--- src/rtl/fwd_hazard_ctrl.sv ---
// Operand-forwarding and hazard controller: tracks in-flight destinations in a shadow
// pipeline, stalls D on unresolvable RAW or mult/div hazards, and registers E-stage mux selects.
module fwd_hazard_ctrl #(
    parameter int unsigned MUL_LAT = 5,
    parameter int unsigned DIV_LAT = 10
) (
    input  logic       clk,
    input  logic       reset,
    input  logic       d_valid,
    input  logic [4:0] d_rs,
    input  logic [4:0] d_rt,
    input  logic [1:0] d_tuse_rs,
    input  logic [1:0] d_tuse_rt,
    input  logic [4:0] d_wa,
    input  logic [1:0] d_tnew,
    input  logic [1:0] d_md_op,
    output logic       stall,
    output logic [1:0] fwd_rs_e,
    output logic [1:0] fwd_rt_e,
    output logic       md_busy
);

    localparam int unsigned MAX_LAT = (MUL_LAT > DIV_LAT) ? MUL_LAT : DIV_LAT;
    localparam int CNT_W = $clog2(MAX_LAT + 1);
    localparam logic [1:0] TUSE_NONE = 2'd3;

    typedef enum logic [1:0] {
        MD_NONE = 2'b00,
        MD_MULT = 2'b01,
        MD_DIV  = 2'b10,
        MD_HILO = 2'b11
    } md_op_e;

    typedef enum logic [1:0] {
        SEL_PIPE = 2'b00,
        SEL_M    = 2'b01,
        SEL_W    = 2'b10
    } fwd_sel_e;

    typedef struct packed {
        logic [4:0] wa;
        logic [1:0] tnew;
    } stage_t;

    // The shadow pipeline ends at M: a producer already in W is only ever reached through
    // the W-stage mux input, which is selected while that producer is still in M.
    stage_t            e_q, e_d;
    stage_t            m_q, m_d;
    md_op_e            e_md_q, e_md_d;
    logic [CNT_W-1:0]  md_cnt_q, md_cnt_d;
    fwd_sel_e          fwd_rs_q, fwd_rs_d;
    fwd_sel_e          fwd_rt_q, fwd_rt_d;

    md_op_e d_md;
    logic   raw_rs, raw_rt, md_hazard, e_is_md, issue;

    function automatic logic raw_hazard(input logic [4:0] src, input logic [1:0] tuse,
                                        input stage_t e, input stage_t m);
        return (src != 5'd0) && (tuse != TUSE_NONE) &&
               (((e.wa == src) && (e.tnew > tuse)) || ((m.wa == src) && (m.tnew > tuse)));
    endfunction

    // Nearest producer wins; an E producer that is not ready yields no select (D stalls).
    function automatic fwd_sel_e fwd_select(input logic [4:0] src, input logic [1:0] tuse,
                                            input stage_t e, input stage_t m);
        if ((src == 5'd0) || (tuse == TUSE_NONE)) return SEL_PIPE;
        if (e.wa == src) return (e.tnew <= 2'd1) ? SEL_M : SEL_PIPE;
        if (m.wa == src) return SEL_W;
        return SEL_PIPE;
    endfunction

    assign d_md = md_op_e'(d_md_op);

    always_comb begin
        raw_rs    = d_valid && raw_hazard(d_rs, d_tuse_rs, e_q, m_q);
        raw_rt    = d_valid && raw_hazard(d_rt, d_tuse_rt, e_q, m_q);
        e_is_md   = (e_md_q == MD_MULT) || (e_md_q == MD_DIV);
        md_hazard = d_valid && (d_md != MD_NONE) && ((md_cnt_q != '0) || e_is_md);
        stall     = raw_rs || raw_rt || md_hazard;
        issue     = d_valid && !stall;
    end

    always_comb begin
        // NOTE: every signal gets a default before any branch so no path can infer a latch.
        e_d      = '0;
        e_md_d   = MD_NONE;
        fwd_rs_d = SEL_PIPE;
        fwd_rt_d = SEL_PIPE;

        if (issue) begin
            e_d.wa   = d_wa;
            e_d.tnew = d_tnew;
            if ((d_md == MD_MULT) || (d_md == MD_DIV)) e_md_d = d_md;
            fwd_rs_d = fwd_select(d_rs, d_tuse_rs, e_q, m_q);
            fwd_rt_d = fwd_select(d_rt, d_tuse_rt, e_q, m_q);
        end

        m_d.wa   = e_q.wa;
        m_d.tnew = (e_q.tnew == 2'd0) ? 2'd0 : e_q.tnew - 2'd1;

        unique case (e_md_q)
            MD_MULT: md_cnt_d = CNT_W'(MUL_LAT);
            MD_DIV:  md_cnt_d = CNT_W'(DIV_LAT);
            default: md_cnt_d = (md_cnt_q != '0) ? md_cnt_q - CNT_W'(1) : md_cnt_q;
        endcase
    end

    // NOTE: state registers use non-blocking assignments so every flop samples pre-edge values.
    always_ff @(posedge clk) begin
        if (reset) begin
            e_q      <= '0;
            m_q      <= '0;
            e_md_q   <= MD_NONE;
            md_cnt_q <= '0;
            fwd_rs_q <= SEL_PIPE;
            fwd_rt_q <= SEL_PIPE;
        end else begin
            e_q      <= e_d;
            m_q      <= m_d;
            e_md_q   <= e_md_d;
            md_cnt_q <= md_cnt_d;
            fwd_rs_q <= fwd_rs_d;
            fwd_rt_q <= fwd_rt_d;
        end
    end

    assign fwd_rs_e = fwd_rs_q;
    assign fwd_rt_e = fwd_rt_q;
    assign md_busy  = (md_cnt_q != '0);

endmodule
--- config.mk ---
export PLATFORM = sky130hd
export DESIGN_NAME = fwd_hazard_ctrl
export DESIGN_NICKNAME = d
export VERILOG_FILES = /design/src/rtl/fwd_hazard_ctrl.sv
export SDC_FILE = /design/constraint.sdc
export NUM_CORES = 1
export LEC_CHECK = 0
export CAP_MARGIN = 30
export CORE_MARGIN = 4
export CORE_UTILIZATION = 45
export DETAILED_ROUTE_END_ITERATION = 10
export GPL_TIMING_DRIVEN = 0
export PLACE_DENSITY = 0.79
export SYNTH_ARGS = -nofsm -noshare
export SYNTH_HDL_FRONTEND = slang
export SYNTH_SLANG_ARGS = --single-unit
export TNS_END_PERCENT = 10
--- constraint.sdc ---
create_clock -name clk -period 4.16 [get_ports clk]
set_input_delay 0.832 -clock clk [delete_from_list [all_inputs] [get_ports clk]]
set_output_delay 0.832 -clock clk [all_outputs]
set_load 0.02 [all_outputs]
==> results by group <==
Timing
  • Slew margin rel.: 68.9%
  • Fin crit period: 3.88 ns
  • Clock Skew: 0.0133 ns
  • Post-route setup TNS: 0 ns
  • Hold Vio Cnt, Final: 0
  • Period utilisation layout: 93.2%
  • RSZ-0062 raised after global routing: no
  • Fmax: 258 MHz
  • Measured slew at the worst slew-check pin: 0.466 ns
  • Max Slew Vio Count: 0
  • # setup viols final: 0

Routing
  • ANT nets after route: 0
  • Post-DR wirelength/cell: 13.4 µm
  • Detailed router's first-iteration violation count: 34
  • Total wire length: 3150 µm
  • Drc violations: 0
  • DRT Pass-1 Iters: 5
  • DR vias: 1203
  • Via density: 5.12

Clock tree
  • CTS root buf: clkbuf_4
  • H-tree depth: 1
  • Clk sinks: 24
  • Max clock buf depth: 2
  • Clock Pin Slew Worst Setup and Hold Paths: 0.14 ns
  • CTS tree: built
  • Hold-fix buffers at CTS: 0
  • Clock latency on the worst-skew pair: 0.31 ns
  • Num CTS Buffers: 3

Synth
  • Synthesized area per cell: 9.50 µm²
  • Yosys cell types: 36
  • Register area share after synthesis: 32.4%
  • Yosys top cell area share: 32.4%
  • Flip-flop and latch count after synthesis: 24
  • Syn Inst Count: 156
  • Ranking of synthesized cells by area: dfxtp_1 32%, ha_1 13%, xor2_1 7.1%
  • Yosys warns: 0
  • Syn Std Cell Area: 1480 µm²
  • Cell taking the most area after synthesis: dfxtp_1
  • Syn nets: 197

Global routing
  • First-pass GRT wire length: 4860 µm
  • GRT overflow: 0
  • Largest net degree at the start of global routing: 15
  • Initial antenna violation count: 0
  • Vias in the first global route: 1166
  • Global Route Usage Sum: 14.7%

Power
  • Int Pwr: 0.490 mW
  • Pwr dens: 383 nW/µm²
  • Design Power: 0.729 mW
  • Lkg Pwr: 0.776 nW
  • Clock Power Share: 22.7%
  • Reg power frac: 38.7%
  • Peak supply drop: 0.232 mV
  • Sw Share: 32.7%
  • NetSw: 0.239 mW
  • Combinational power share: 38.6%

Min path
  • Worst hold path type: flop to flop

Cells and area
  • ANT cells: 0
  • Area Overhead vs Synth: 28.4%
  • Final net count: 233
  • FILL cells: 269
  • Share of layout cells above drive strength 1: 12.6%
  • Fin area: 1900 µm²

Setup path
  • CP Launch Type: input port
  • Worst setup EP type: primary output
  • CP peak stage delay: 0.47 ns
  • Arrival time worst endpoint: 3.05 ns
  • Max FO, Critical Path: 3
  • CP max-delay cell: clkdlybuf4s50_1
  • Worst path cell trace: clkdlybuf4s50_1 > inv_1 > ha_1 > nor2b_1 > o21ai_0 > or3_1 > a21oi_2 > o21a_1 > dlygate4sd2_1
  • Worst path required time: 3.33 ns
  • Top Family by Delay on Critical Path: buffers and inverters
  • Setup CP Type: input port to primary output
  • Bufs and invs on worst path: 3

Floorplanning
  • Die width: 65.4 µm
  • Die Ht: 65.4 µm
  • Initial Util: 47.7%
  • FP Rows: 20
  • Total core area: 3100 µm²
  • Die footprint: 4270 µm²
  • Top-level port count: 32

Placed design
  • PortBufs: 31
  • Placer congestion estimate: 0.755
  • HPWL Detailed: 2650 µm
  • Dpl cell area: 1850 µm²

Status
  • Status: finished, final reports clean

Job
  • Max_cap viols: 0
## area by class of cell
cell class | count | area (µm²) | share of cell area (%)
Buffer | 4 | 23.8 | 1.25
Sequential cell | 24 | 480 | 25.3
Clock buffer | 3 | 22.5 | 1.18
Inverter | 12 | 45.0 | 2.37
Multi-Input combinational cell | 116 | 936 | 49.2
Timing Repair Buffer | 31 | 309 | 16.3
Tap cell | 44 | 55.1 | 2.89
Clock inverter | 1 | 30.0 | 1.58
## sequential cells by signal, indices dropped and copies added, names as in the netlist
| signal | flops |
|---|---|
| e_md_q | 2 |
| m_q | 7 |
| fwd_rs_e | 2 |
| fwd_rt_e | 2 |
| e_q | 7 |
| md_cnt_q | 4 |
## cell usage after synthesis
cell / count
nor3b_2: 7
clkbuf_1: 2
dfxtp_1: 24
nor4_1: 1
nor2b_1: 10
nand3_1: 3
xor2_1: 12
buf_6: 1
a31o_1: 1
nor3_1: 5
nor2_1: 6
o21ai_1: 2
inv_1: 12
or4_4: 2
o21ai_2: 1
nor4_2: 1
a2bb2oi_1: 1
nor4b_1: 1
nand2_1: 14
a211oi_1: 1
or3_2: 1
o21ai_0: 4
or3_1: 2
or4_1: 1
o21bai_1: 1
nor3b_1: 1
xnor2_1: 10
o211ai_1: 1
nand4b_4: 1
nor3_2: 3
o2111ai_4: 1
a21oi_1: 4
ha_1: 15
nand3b_1: 2
buf_2: 1
o21a_1: 1
## metrics by stage
| stage | setup WS [ns] | hold WS, ns | instances | util (%) |
|---|---|---|---|---|
| 3_5_place_dp | -0.0685 | 0.452 | 231 | 59.5 |
| 6_report | 0.282 | 0.468 | 235 | 61.3 |
| 4_1_cts | 0.265 | 0.471 | 235 | 61.3 |
| 2_1_floorplan | 1.18 | 0.425 | 156 | - |
| 5_1_grt | 0.160 | 0.486 | 235 | 61.3 |
| 3_3_place_gp | 0.0195 | 0.441 | 231 | 59.5 |
## placed cells by master (no fill, tap or decap), drive strengths merged, types with 2 or more instances in the layout
| master | netlist | final |
|---|---|---|
| clkdlybuf4s50 | 0 | 30 |
| dfxtp | 24 | 24 |
| ha | 15 | 15 |
| nand2 | 14 | 14 |
| inv | 12 | 12 |
| xor2 | 12 | 12 |
| nor2b | 10 | 10 |
| xnor2 | 10 | 10 |
| nor3b | 8 | 8 |
| nor3 | 8 | 8 |
| o21ai | 7 | 7 |
| nor2 | 6 | 6 |
| clkbuf | 2 | 5 |
| a21oi | 4 | 4 |
| nand3 | 3 | 3 |
| or3 | 3 | 3 |
| or4 | 3 | 3 |
| nand3b | 2 | 2 |
| nor4 | 2 | 2 |
| buf | 2 | 2 |
## logic make-up (layout without fill, tap and decap cells)
kind of cell,after synthesis,in the layout,share of synthesized area [%]
buf+inv,16,51,4.64
simple gates,61,61,28.3
fa+ha+maj,15,15,12.7
flops,24,24,32.4
compound gates,18,18,8.95
xor+xnor,22,22,13.0
## repair_timing
item | in CTS | in global routing
setup buffers | 0 | 0
gates resized for setup | 2 | 0
setup endpoints to repair | 1 | 0
## worst register-to-register path: stages (launching register included)
cell and delay, ns:
dfxtp_1 0.34, ha_1 0.29, nor2b_1 0.13, o21ai_0 0.11, or3_1 0.43, a21oi_2 0.23, buf_2 0.32, nor3b_2 0.08
## power by group through the flow
stage          Clock (mW)  Combinational (mW)  Sequential (mW)
5_1_grt             0.175               0.309            0.284
3_3_place_gp            0               0.266            0.284
3_5_place_dp            0               0.281            0.286
2_1_floorplan           0               0.195            0.279
6_report            0.165               0.281            0.282
4_1_cts             0.168               0.281            0.281
## path summary, 6_finish.rpt
kind	start	slack, ns	cells past startpoint	to
max reg2reg	m_q[1]	2.12	7	e_q[5]
min reg2reg	e_q[0]	0.47	1	m_q[0]
min	e_q[0]	0.47	1	m_q[0]
max	d_tuse_rt[1]	0.28	9	stall
## layer usage
layer	GRT usage, %	vias to the layer above	wire length (µm)
li1	-	602	-
met4	3.89	0	31
met5	0	-	0
met2	28.3	32	1650
met3	2.91	4	126
met1	16.1	565	1340
No activity file was read; power rests on OpenSTA's default activity.
